===== src/rtl/lcd_phrase_writer_if.sv =====
// Start/status handshake, phrase ROM port and HD44780 write bus seen by the writer.
interface lcd_phrase_writer_if;
  logic       start;
  logic       busy;
  logic       done;
  logic [4:0] rom_addr;
  logic [7:0] rom_data;
  logic [7:0] lcd_data;
  logic       lcd_rs;
  logic       lcd_rw;
  logic       lcd_e;

  modport master (
    input  start, rom_data,
    output busy, done, rom_addr, lcd_data, lcd_rs, lcd_rw, lcd_e
  );

  modport slave (
    output start, rom_data,
    input  busy, done, rom_addr, lcd_data, lcd_rs, lcd_rw, lcd_e
  );
endinterface


===== src/rtl/lcd_phrase_writer.sv =====
// Runs the HD44780 init sequence, then copies a 32-byte phrase ROM onto both LCD lines.
module lcd_phrase_writer #(
  parameter int unsigned E_PULSE_CYCLES      = 12,
  parameter int unsigned CMD_WAIT_CYCLES     = 2000,
  parameter int unsigned CLEAR_WAIT_CYCLES   = 82000,
  parameter int unsigned POWERON_WAIT_CYCLES = 750000
) (
  input  logic                clock,
  input  logic                reset_n,
  lcd_phrase_writer_if.master bus
);

  localparam int unsigned MAX_EW   = (E_PULSE_CYCLES > CMD_WAIT_CYCLES) ? E_PULSE_CYCLES : CMD_WAIT_CYCLES;
  localparam int unsigned MAX_CP   = (CLEAR_WAIT_CYCLES > POWERON_WAIT_CYCLES) ? CLEAR_WAIT_CYCLES
                                                                               : POWERON_WAIT_CYCLES;
  localparam int unsigned MAX_CNT  = (MAX_EW > MAX_CP) ? MAX_EW : MAX_CP;
  localparam int unsigned CNT_W    = $clog2(MAX_CNT + 1);
  localparam int unsigned STEP_W   = 6;
  localparam int unsigned LAST_STEP  = 37;
  localparam int unsigned CLEAR_STEP = 3;

  localparam logic [CNT_W-1:0] E_LAST     = CNT_W'(E_PULSE_CYCLES - 1);
  localparam logic [CNT_W-1:0] CMD_LAST   = CNT_W'(CMD_WAIT_CYCLES - 1);
  localparam logic [CNT_W-1:0] CLEAR_LAST = CNT_W'(CLEAR_WAIT_CYCLES - 1);
  localparam logic [CNT_W-1:0] PON_LAST   = CNT_W'(POWERON_WAIT_CYCLES - 1);

  typedef enum logic [2:0] {
    S_IDLE, S_POWERON, S_LOAD, S_SETUP, S_PULSE, S_HOLD, S_WAIT, S_DONE
  } state_t;

  state_t             state, state_nx;
  logic [STEP_W-1:0]  step, step_nx;
  logic [CNT_W-1:0]   cnt, cnt_nx;
  logic               init_done, init_done_nx;
  logic               armed;
  logic [CNT_W-1:0]   wait_last;

  logic [4:0] rom_addr_q, rom_addr_nx;
  logic [7:0] lcd_data_q, lcd_data_nx;
  logic       lcd_rs_q, lcd_rs_nx;
  logic       lcd_e_q, lcd_e_nx;
  logic       busy_q, busy_nx;
  logic       done_q, done_nx;

  // Steps 5..20 and 22..37 carry ROM characters; the rest are commands.
  function automatic logic is_char(input logic [STEP_W-1:0] s);
    return ((s >= 6'd5) && (s <= 6'd20)) || ((s >= 6'd22) && (s <= 6'd37));
  endfunction

  function automatic logic [4:0] char_addr(input logic [STEP_W-1:0] s);
    return (s <= 6'd20) ? 5'(s - 6'd5) : 5'(s - 6'd6);
  endfunction

  function automatic logic [7:0] cmd_byte(input logic [STEP_W-1:0] s);
    logic [7:0] b;
    case (s)
      6'd0:    b = 8'h38;
      6'd1:    b = 8'h0C;
      6'd2:    b = 8'h06;
      6'd3:    b = 8'h01;
      6'd4:    b = 8'h80;
      default: b = 8'hC0;
    endcase
    return b;
  endfunction

  // State, sequencing counters and registered outputs.
  always_ff @(posedge clock or negedge reset_n) begin
    if (!reset_n) begin
      state      <= S_IDLE;
      step       <= '0;
      cnt        <= '0;
      init_done  <= 1'b0;
      armed      <= 1'b0;
      rom_addr_q <= '0;
      lcd_data_q <= '0;
      lcd_rs_q   <= 1'b0;
      lcd_e_q    <= 1'b0;
      busy_q     <= 1'b0;
      done_q     <= 1'b0;
    end else begin
      state      <= state_nx;
      step       <= step_nx;
      cnt        <= cnt_nx;
      init_done  <= init_done_nx;
      armed      <= 1'b1;
      rom_addr_q <= rom_addr_nx;
      lcd_data_q <= lcd_data_nx;
      lcd_rs_q   <= lcd_rs_nx;
      lcd_e_q    <= lcd_e_nx;
      busy_q     <= busy_nx;
      done_q     <= done_nx;
    end
  end

  // Next state; the counter restarts from zero whenever the state changes.
  always_comb begin
    state_nx     = state;
    step_nx      = step;
    cnt_nx       = '0;
    init_done_nx = init_done;
    wait_last    = (step == STEP_W'(CLEAR_STEP)) ? CLEAR_LAST : CMD_LAST;
    case (state)
      S_IDLE: begin
        // armed blocks a start coinciding with the reset release edge
        if (bus.start && armed) begin
          step_nx  = '0;
          state_nx = init_done ? S_LOAD : S_POWERON;
        end
      end
      S_POWERON: begin
        if (cnt == PON_LAST) begin
          init_done_nx = 1'b1;
          state_nx     = S_LOAD;
        end else begin
          cnt_nx = cnt + CNT_W'(1);
        end
      end
      S_LOAD:  state_nx = S_SETUP;
      S_SETUP: state_nx = S_PULSE;
      S_PULSE: begin
        if (cnt == E_LAST) state_nx = S_HOLD;
        else               cnt_nx   = cnt + CNT_W'(1);
      end
      S_HOLD:  state_nx = S_WAIT;
      S_WAIT: begin
        if (cnt == wait_last) begin
          if (step == STEP_W'(LAST_STEP)) begin
            state_nx = S_DONE;
          end else begin
            step_nx  = step + STEP_W'(1);
            state_nx = S_LOAD;
          end
        end else begin
          cnt_nx = cnt + CNT_W'(1);
        end
      end
      S_DONE:  state_nx = S_IDLE;
      default: state_nx = S_IDLE;
    endcase
  end

  // Next output values. The ROM answers during SETUP, so lcd_data is captured at
  // the end of SETUP and lcd_e trails PULSE by one cycle to give a full setup cycle.
  always_comb begin
    rom_addr_nx = rom_addr_q;
    lcd_data_nx = lcd_data_q;
    lcd_rs_nx   = lcd_rs_q;
    lcd_e_nx    = (state == S_PULSE);
    busy_nx     = (state_nx != S_IDLE) && (state_nx != S_DONE);
    done_nx     = (state_nx == S_DONE);
    if ((state_nx == S_LOAD) && is_char(step_nx)) begin
      rom_addr_nx = char_addr(step_nx);
    end
    if (state == S_SETUP) begin
      lcd_rs_nx   = is_char(step);
      lcd_data_nx = is_char(step) ? bus.rom_data : cmd_byte(step);
    end
  end

  assign bus.rom_addr = rom_addr_q;
  assign bus.lcd_data = lcd_data_q;
  assign bus.lcd_rs   = lcd_rs_q;
  assign bus.lcd_rw   = 1'b0;
  assign bus.lcd_e    = lcd_e_q;
  assign bus.busy     = busy_q;
  assign bus.done     = done_q;

endmodule


===== src/flat_wrapper.sv =====
// flat-port wrapper written by rule: the top's interface ports become plain ports
module lcd_phrase_writer_flat 
#(
  parameter int unsigned E_PULSE_CYCLES      = 12,
  parameter int unsigned CMD_WAIT_CYCLES     = 2000,
  parameter int unsigned CLEAR_WAIT_CYCLES   = 82000,
  parameter int unsigned POWERON_WAIT_CYCLES = 750000
)
  (clock, reset_n, bus_start, bus_rom_data, bus_busy, bus_done, bus_rom_addr, bus_lcd_data, bus_lcd_rs, bus_lcd_rw, bus_lcd_e);
  lcd_phrase_writer_if bus_i ();
  input  logic clock;
  input  logic reset_n;
  input wire logic [$bits(bus_i.start)-1:0] bus_start;
  input wire logic [$bits(bus_i.rom_data)-1:0] bus_rom_data;
  output wire logic [$bits(bus_i.busy)-1:0] bus_busy;
  output wire logic [$bits(bus_i.done)-1:0] bus_done;
  output wire logic [$bits(bus_i.rom_addr)-1:0] bus_rom_addr;
  output wire logic [$bits(bus_i.lcd_data)-1:0] bus_lcd_data;
  output wire logic [$bits(bus_i.lcd_rs)-1:0] bus_lcd_rs;
  output wire logic [$bits(bus_i.lcd_rw)-1:0] bus_lcd_rw;
  output wire logic [$bits(bus_i.lcd_e)-1:0] bus_lcd_e;
  assign bus_i.start = bus_start;
  assign bus_i.rom_data = bus_rom_data;
  assign bus_busy = bus_i.busy;
  assign bus_done = bus_i.done;
  assign bus_rom_addr = bus_i.rom_addr;
  assign bus_lcd_data = bus_i.lcd_data;
  assign bus_lcd_rs = bus_i.lcd_rs;
  assign bus_lcd_rw = bus_i.lcd_rw;
  assign bus_lcd_e = bus_i.lcd_e;
  lcd_phrase_writer #(.E_PULSE_CYCLES(E_PULSE_CYCLES), .CMD_WAIT_CYCLES(CMD_WAIT_CYCLES), .CLEAR_WAIT_CYCLES(CLEAR_WAIT_CYCLES), .POWERON_WAIT_CYCLES(POWERON_WAIT_CYCLES)) u_core (.clock(clock), .reset_n(reset_n), .bus(bus_i));
endmodule

===== config.mk =====
export PLATFORM = sky130hd
export DESIGN_NAME = lcd_phrase_writer_flat
export DESIGN_NICKNAME = d
export VERILOG_FILES = /design/src/rtl/lcd_phrase_writer_if.sv /design/src/rtl/lcd_phrase_writer.sv /design/src/flat_wrapper.sv
export SDC_FILE = /design/constraint.sdc
export NUM_CORES = 1
export LEC_CHECK = 0
export BUFFER_PORTS_ARGS = -buffer_cell sky130_fd_sc_hd__buf_2
export CELL_PAD_IN_SITES_DETAIL_PLACEMENT = 0
export CELL_PAD_IN_SITES_GLOBAL_PLACEMENT = 1
export CORE_ASPECT_RATIO = 1.4
export CORE_MARGIN = 1
export CORE_UTILIZATION = 46
export CTS_CLUSTER_SIZE = 8
export DETAILED_ROUTE_END_ITERATION = 8
export GPL_TIMING_DRIVEN = 0
export HOLD_SLACK_MARGIN = 0.1
export PLACE_DENSITY = 0.8
export SLEW_MARGIN = 25
export SYNTH_ARGS = -nofsm -noshare
export SYNTH_HDL_FRONTEND = slang
export SYNTH_SLANG_ARGS = --single-unit

===== constraint.sdc =====
create_clock -name clock -period 4.3 [get_ports clock]
set_input_delay 0 -clock clock [delete_from_list [all_inputs] [get_ports clock]]
set_output_delay 0 -clock clock [all_outputs]
set_load 0.05 [all_outputs]

Yosys cells after proc, flatten, opt, wreduce, memory -nomap -nowiden

Index checks and enable logic that the tools add are counted.
W data, S select, Z words.

Register bits after elaboration: 48

Magnitude comparators: 8
Muxes and demuxes: 19
$add $sub $neg: 4
Reductions and logical operators: 13
Equality and inequality tests: 18

Operator list:

| cell                    | number |
|---|---|
| $mux W20                | 3 |
| $pmux W20 S3            | 1 |
| $pmux W8 S5             | 1 |
| $pmux W3 S8             | 1 |
| $add A20 B1 Y20 const B | 1 |
| $eq A20 B20 Y1          | 1 |
| $eq A20 B20 Y1 const B  | 1 |
| $eq A20 B4 Y1 const B   | 1 |
| $mux W6                 | 3 |
| $mux W17                | 1 |
| $eq A3 B3 Y1 const B    | 5 |
| $mux W3                 | 5 |
| $eq A6 B2 Y1 const B    | 2 |
| $ge A6 B3 Y1 const B    | 2 |
| $ge A6 B5 Y1 const B    | 2 |
| $le A6 B5 Y1 const B    | 2 |
| $le A6 B6 Y1 const B    | 2 |
| $pmux W6 S2             | 1 |
| $sub A5 B3 Y5 const B   | 2 |
| $eq A3 B2 Y1 const B    | 3 |
| $mux W8                 | 1 |
| $logic_and A1 B1 Y1     | 7 |
| $add A6 B1 Y6 const B   | 1 |
| $eq A6 B1 Y1 const B    | 1 |
| 11 further kinds        | 12 |

Logic depth before layout (Yosys ltp)

Gate-level depths: netlist (run 1).

Depth after elaboration: 9
Mapped depth: 14
Mapped depth without buffers: 13

Worst setup path after synthesis (run 1)

OpenSTA, ideal clock, no wires.

Path kind: flip-flop to flip-flop
Start point: register u_core.step[0]
End point: register u_core.rom_addr_q[0] (netlist: u_core.bus.rom_addr[0])
Path slack: 0.873 ns
Stages on the path, launching flop included: 12
Period minus slack after synthesis: 3.427 ns
Data arrival time: 3.302 ns
Cell sequence: dfrtp_1 > ha_1 > clkbuf_1 > a2111oi_1 > o221ai_2 > nor2_1 > o21ai_0 > a32oi_1 > ha_1 > o22ai_1 > a2111oi_4 > mux2_2

Longest elaborated chain between the ends: 9
Elaborated cells between the ends (all ways): 24
Classes of those cells: add/sub: 3; order compare: 4; eq/ne: 4; mux: 9; reduce/logical: 4

RTL lines:

| item                                       | line                     | RTL |
|---|---|---|
| from (decl)                                | lcd_phrase_writer.sv:32  | `logic [STEP_W-1:0] step, step_nx;` |
| from (signal assigned)                     | lcd_phrase_writer.sv:83  | `step <= step_nx;` |
| $eq A6 B2 Y1                               | lcd_phrase_writer.sv:102 | `wait_last = (step == STEP_W'(CLEAR_STEP)) ? CLEAR_LAST : CMD_LAST;` |
| $mux W17                                   | lcd_phrase_writer.sv:102 |  |
| $eq A20 B20 Y1                             | lcd_phrase_writer.sv:127 | `if (cnt == wait_last) begin` |
| $mux W6                                    | lcd_phrase_writer.sv:127 |  |
| $pmux W6 S2                                | lcd_phrase_writer.sv:103 | `case (state)` |
| $ge A6 B3 Y1, or another cell as far along | lcd_phrase_writer.sv:47  | `return ((s >= 6'd5) && (s <= 6'd20)) \|\| ((s >= 6'd22) && (s <= 6'd37));` |
| $logic_and A1 B1 Y1                        | lcd_phrase_writer.sv:47  |  |
| $logic_or A1 B1 Y1                         | lcd_phrase_writer.sv:47  |  |
| $logic_and A1 B1 Y1                        | lcd_phrase_writer.sv:152 | `if ((state_nx == S_LOAD) && is_char(step_nx)) begin` |
| to (signal assigned)                       | lcd_phrase_writer.sv:87  | `rom_addr_q <= rom_addr_nx;` |
| to (decl)                                  | lcd_phrase_writer.sv:38  | `logic [4:0] rom_addr_q, rom_addr_nx;` |

Parallel ways exist; a longest one is shown, timed or not.
A chain may end at the register's enable or synchronous reset.

Worst setup path after layout (run 1)

Start point: register u_core.step[0]
End point: register u_core.rom_addr_q[1] (netlist: u_core.bus.rom_addr[1])

Same word-level chain as after synthesis.

==> run metrics, run 1 <==
status completed; grt total ovfl 0; area of the die 6590 sq um; fillers 556; Worst-path clk slew 0.08 ns; fraction of layout instances using a drive strength above 1 17.1%; RSZ-0062 raised after global routing false; antenna cell count 0; Yosys Warn Count 0; Inserted Clock Buffers 5; Achievable Freq 0.250 GHz; total leakage power 1.40 nW; final worst-path cycle share 93.0%; hpwl dp 4.56 mm; most frequent cells in the layout dfrtp_1 (48), nor2_1 (38), nand2_1 (31); Post-CTS Repair Setup Buffers 0; vias in the first global route 2,209; worst rel slew slack 56.2%; die width 68.9 um; DR iter-0 viols 69; Final Hold Fails 0; Worst EP required 4.48 ns; CTS root buffer clkbuf_8; placed inst area 3110 sq um; CP max FO 9; Vias/cell 5.54; first-pass GRT wire length 10.1 mm; crit path capture type flip-flop; CP arrival 4.18 ns; worst clock skew 0.00573 ns; final core utilization 55.5%; setup_tns 0 ns; Peak VDD IR 219 uV; Layout area overhead 14.4%; Max clock buf depth 2; drt wl/cell 15.0 um; H-tree Lvls 2; router iterations before antenna repair 4; Slew Viols, Final 0; Final Power 0.744 mW; CP startpoint kind flip-flop; WS Path Type flip-flop to flip-flop; Sink Count 48; die height 95.7 um; initial antenna violation count 0; Cells after Synth 307; Ports 29; Mapped Nets 329; vias after detailed routing 2,331; Netlist cell types 60; Async S/R FF share, synth 100%; Buffers on Ports 27; mapped cell area 2880 sq um; CTS tree yes; clk_lat worst skew 0.29 ns; core area 5950 sq um; Initial Util 48.5%; # setup viols final 0; num rows 33; Residual DRC 0; syn avg cell area 9.39 sq um; MaxCap Viol Count 0; ys flop type dfrtp_1; Post-DRT Antenna Nets 0; Design Area, Final 3300 sq um; most common cell after layout, fill and taps aside dfrtp_1; final wirelength 6.30 mm; RePlAce Congestion 0.830; post-route minimum period 4.00 ns; nets 372; Total GRT Usage 20.7%; Synth Register Bits 48; largest net degree at the start of global routing 49; post-synthesis sequential area ratio 41.7%; number of synthesized flops with an enable pin 0; Min-Delay Path Class input pin to flip-flop; Worst Tran Pin Value 0.652 ns; cell area power density 226 nW/um^2
cell families (layout without fill, tap and decap cells):
| group | count (synthesis) | in the layout | synth area share (%) |
|---|---|---|---|
| compound gates | 60 | 60 | 15.9 |
| xor+xnor | 20 | 20 | 6.08 |
| fa+ha+maj | 11 | 11 | 4.77 |
| buf+inv | 28 | 72 | 4.51 |
| flops | 48 | 48 | 41.7 |
| mux | 10 | 10 | 3.69 |
| other cells | 2 | 2 | 0.261 |
| simple gates | 128 | 128 | 23.1 |
area by class of cell:
cell class | count | area [sq um] | area share (%)
timing repair buffer | 36 | 228 | 6.90
multi-input combinational | 231 | 1560 | 47.3
buffer | 13 | 73.8 | 2.24
sequential | 48 | 1200 | 36.4
clock buffer | 8 | 90.1 | 2.73
inverter | 15 | 56.3 | 1.71
tap | 70 | 87.6 | 2.66
flip-flops by register name, summed over array words and instances (netlist names):
name                 cells
u_core.cnt              20
u_core.bus.lcd_data      8
u_core.step              6
u_core.bus.rom_addr      5
u_core.state             3
u_core.armed             1
u_core.bus.busy          1
u_core.bus.done          1
u_core.bus.lcd_e         1
u_core.bus.lcd_rs        1
u_core.init_done         1
path summary, 6_finish.rpt:
path | from | end | slack [ns] | cells past startpoint
max | u_core.step[0] | u_core.bus.rom_addr[1] | 0.30 | 11
min | bus_start | u_core.state[1] | 0.18 | 5
max reg2reg | u_core.step[0] | u_core.bus.rom_addr[1] | 0.30 | 11
min reg2reg | u_core.cnt[0] | u_core.cnt[0] | 0.46 | 1
max in group asynchronous | reset_n | u_core.cnt[18] | 3.62 | 2
min in group asynchronous | reset_n | u_core.bus.lcd_rs | 0.25 | 2
synth_stat cells (2+ instances only):
library cell,number,area (sq um)
a211oi_1,2,15.0
a21oi_1,8,40.0
a22oi_1,5,37.5
a31oi_1,3,18.8
and3_1,4,25.0
and4_1,3,26.3
buf_2,2,10.0
buf_4,4,30.0
clkbuf_1,6,22.5
conb_1,2,7.51
dfrtp_1,48,1200
ha_1,11,138
inv_1,15,56.3
mux2_2,5,56.3
mux2i_1,5,50.1
nand2_1,31,116
nand2b_1,2,12.5
nand3_1,11,55.1
nand3b_1,2,15.0
nand4_1,5,31.3
nor2_1,38,143
nor2b_1,7,43.8
nor3_1,6,30.0
nor4_1,5,31.3
o21a_1,2,15.0
o21ai_0,13,65.1
o22ai_1,2,12.5
o311a_1,3,30.0
o31ai_1,5,37.5
or3_1,3,18.8
or4_4,2,22.5
xnor2_1,10,87.6
xor2_1,10,87.6
repair_timing:
action                                  in CTS  in global routing
hold buffers                                 9                  0
endpoints found under the setup margin       0                  4
hold endpoints to repair                    56                  0
resized for setup                            0                  1
per-stage QoR:
stage                     hold WS [ns]  setup WS (ns)  cells
final                            0.182          0.299    421
after global placement           0.246          0.173    404
after floorplan                 -0.296          0.873    307
after global routing             0.225         0.0619    421
after detailed placement        0.0549          0.151    404
after CTS                        0.167          0.135    421
worst max-delay path, cell delays in order (launching register included):
cell,delay [ns]
dfrtp_1,0.43
ha_1,0.21
clkbuf_1,0.23
a2111oi_2,0.45
o221ai_2,0.22
nor2_1,0.32
o21ai_0,0.13
a32oi_1,0.46
ha_1,0.31
o22ai_1,0.13
a2111oi_4,0.59
mux2_2,0.39
report_power, final:
part	leakage (nW)	switching, mW	internal (mW)
Clock	0.0455	0.138	0.131
Combinational	0.774	0.0133	0.00977
Sequential	0.581	0.000236	0.451
per-layer routing:
layer	track usage, %	wire length (um)	up-vias	share of wire (%)
met1	22.5	2670	1099	42
met4	9.01	126	0	2.0
met5	0	0	-	0
met2	37.6	3340	49	53
li1	-	-	1169	-
met3	3.71	161	14	2.6
No activity file was read; power rests on OpenSTA's default activity.
==> inputs of run 2 (changes only) <==
- CORE_ASPECT_RATIO: 1.4 -> unset
- CTS_BUF_LIST: unset -> sky130_fd_sc_hd__clkbuf_8 sky130_fd_sc_hd__clkbuf_16
==> run 2 against run 1 <==
Compared with the run above:
- flip-flop and latch count is the same
- non-clock buffer count stayed put
- first-iteration DRC count up 83%
- critical endpoint is now u_core.bus.rom_addr[3]
- sequential share of layout area is 0.12 points lower
- count of clock-buffer cells in the layout shrank 3
==> run metrics, run 2 (synthesis gave the netlist of run 1 again) <==
Post-CTS Repair Setup Buffers 0 (unchanged); Achievable Freq 0.261 GHz (was 0.250 GHz); CTS root buffer clkbuf_8 (unchanged); post-route minimum period 3.84 ns (was 4.00 ns); die width 81.2 um (was 68.9 um); CP startpoint kind flip-flop (unchanged); Residual DRC 0 (unchanged); vias after detailed routing 2,329 (was 2,331); core area 5990 sq um (was 5950 sq um); Final Hold Fails 0 (unchanged); Max clock buf depth 2 (unchanged); final worst-path cycle share 89.2% (was 93.0%); Layout area overhead 14.8% (was 14.4%); Buffers on Ports 27 (unchanged); RePlAce Congestion 0.843 (was 0.830); hold wc startpoint bus_start (unchanged); Reg area 1200 sq um (unchanged); Total GRT Usage 20.9% (was 20.7%); fin cells 426 (was 421); drt wl/cell 14.9 um (was 15.0 um); hpwl dp 4.53 mm (was 4.56 mm); RSZ-0062 raised after global routing false (unchanged); Slew Viols, Final 0 (unchanged); setup slack, reg-to-reg 0.46 ns (was 0.30 ns); Peak VDD IR 134 uV (was 219 uV); Post-DRT Antenna Nets 0 (unchanged); Worst Setup Slack, final 0.465 ns (was 0.299 ns); crit path capture type flip-flop (unchanged); die height 81.2 um (was 95.7 um); Min-Delay Path Class input pin to flip-flop (unchanged); nets 372 (unchanged); Largest register FFs 20 (unchanged); vias in the first global route 2,202 (was 2,209); num rows 28 (was 33); CP max FO 9 (unchanged); worst setup path start u_core.step[0] (unchanged); largest net degree at the start of global routing 49 (unchanged); total leakage power 1.40 nW (about the same); DR iter-0 viols 126 (was 69); router iterations before antenna repair 4 (unchanged); cell area power density 225 nW/um^2 (was 226 nW/um^2); final wirelength 6.34 mm (was 6.30 mm); Ports 29 (unchanged); Worst EP required 4.49 ns (was 4.48 ns); Worst Tran Pin Value 0.636 ns (was 0.652 ns); Place WS 0.227 ns (was 0.151 ns); Initial Util 48.1% (was 48.5%); # setup viols final 0 (unchanged); placed inst area 3110 sq um (about the same); initial antenna violation count 0 (unchanged); worst clock skew 0.0101 ns (was 0.00573 ns); status completed (unchanged); Sink Count 48 (unchanged); fraction of layout instances using a drive strength above 1 17.9% (was 17.1%); largest reg by FF count u_core.cnt (unchanged); most common cell after layout, fill and taps aside dfrtp_1 (unchanged); clk_lat worst skew 0.30 ns (was 0.29 ns); CP arrival 4.02 ns (was 4.18 ns); CTS tree yes (unchanged); most frequent cells in the layout dfrtp_1 (48), nor2_1 (38), nand2_1 (31) (unchanged); Multi-input gate area 1570 sq um (was 1560 sq um); H-tree Lvls 2 (unchanged); Vias/cell 5.47 (was 5.54); area of the die 6590 sq um (about the same); WS Path Type flip-flop to flip-flop (unchanged); Inserted Clock Buffers 5 (unchanged); antenna cell count 0 (unchanged); placed cells 409 (was 404); worst rel slew slack 57.2% (was 56.2%); fillers 563 (was 556); setup_tns 0 ns (unchanged); Design Area, Final 3310 sq um (was 3300 sq um); Worst-path clk slew 0.09 ns (was 0.08 ns); Critical R2R Launch u_core.step[0] (unchanged); first-pass GRT wire length 10.7 mm (was 10.1 mm); MaxCap Viol Count 0 (unchanged); grt total ovfl 0 (unchanged)
[run 2: cell types whose count changed in the layout (fill, tap and decap cells not counted), sizes merged]
cell	delta
clkinv	+3
clkbuf	-3
[run 2: power by group]
group | internal, mW | switching (mW) | total (mW)
combinational | 0.00980 | 0.0133 | 0.0231
sequential | 0.451 | 0.000223 | 0.452
clock | 0.114 | 0.155 | 0.269
[run 2: final cells by class]
cell class	instances	share of cell area [%]
inverters	15	1.70
plain buffers	13	2.23
well taps	75	2.84
flip-flops and latches	48	36.3
repair buffers	36	6.88
multi-input cells	231	47.4
clock buffers	5	2.08
clock inverters	3	0.567
[run 2: stage by stage]
step	hold WS (ns)	util, %	power, mW
2_1_floorplan	-0.296	-	0.464
3_3_place_gp	0.248	51.9	0.478
3_5_place_dp	0.0561	52.0	0.478
4_1_cts	0.167	54.9	0.752
5_1_grt	0.241	55.2	0.770
6_report	0.168	55.2	0.743
[run 2: worst paths after layout]
| path | depth (start not counted) | end |
|---|---|---|
| max | 11 | u_core.bus.rom_addr[3] |
| min | 5 | u_core.state[1] |
| max reg2reg | 11 | u_core.bus.rom_addr[3] |
| min reg2reg | 1 | u_core.cnt[0] |
| max in group asynchronous | 2 | u_core.bus.rom_addr[3] |
| min in group asynchronous | 2 | u_core.cnt[12] |
[run 2: what timing repair did]
item | 4_1_cts | 5_1_grt
gates resized for setup | 0 | 2
endpoints found under the hold margin | 56 | 0
hold buffers | 9 | 0
setup endpoints to repair | 0 | 5
[run 2: routing by layer]
layer / part of all wire [%] / GRT usage, %
met5: 0 / 0
met4: 0.87 / 4.46
met3: 5.1 / 4.16
met2: 43 / 32.0
met1: 51 / 30.1
[run 2: worst max-delay path, cell delays in order (launching register included)]
cell	delay, ns
dfrtp_1	0.44
ha_1	0.22
clkbuf_1	0.23
a2111oi_2	0.48
o221ai_2	0.23
nor2_1	0.33
o21ai_0	0.15
a32oi_2	0.31
ha_1	0.28
o22ai_1	0.12
a2111oi_4	0.54
mux2_2	0.39
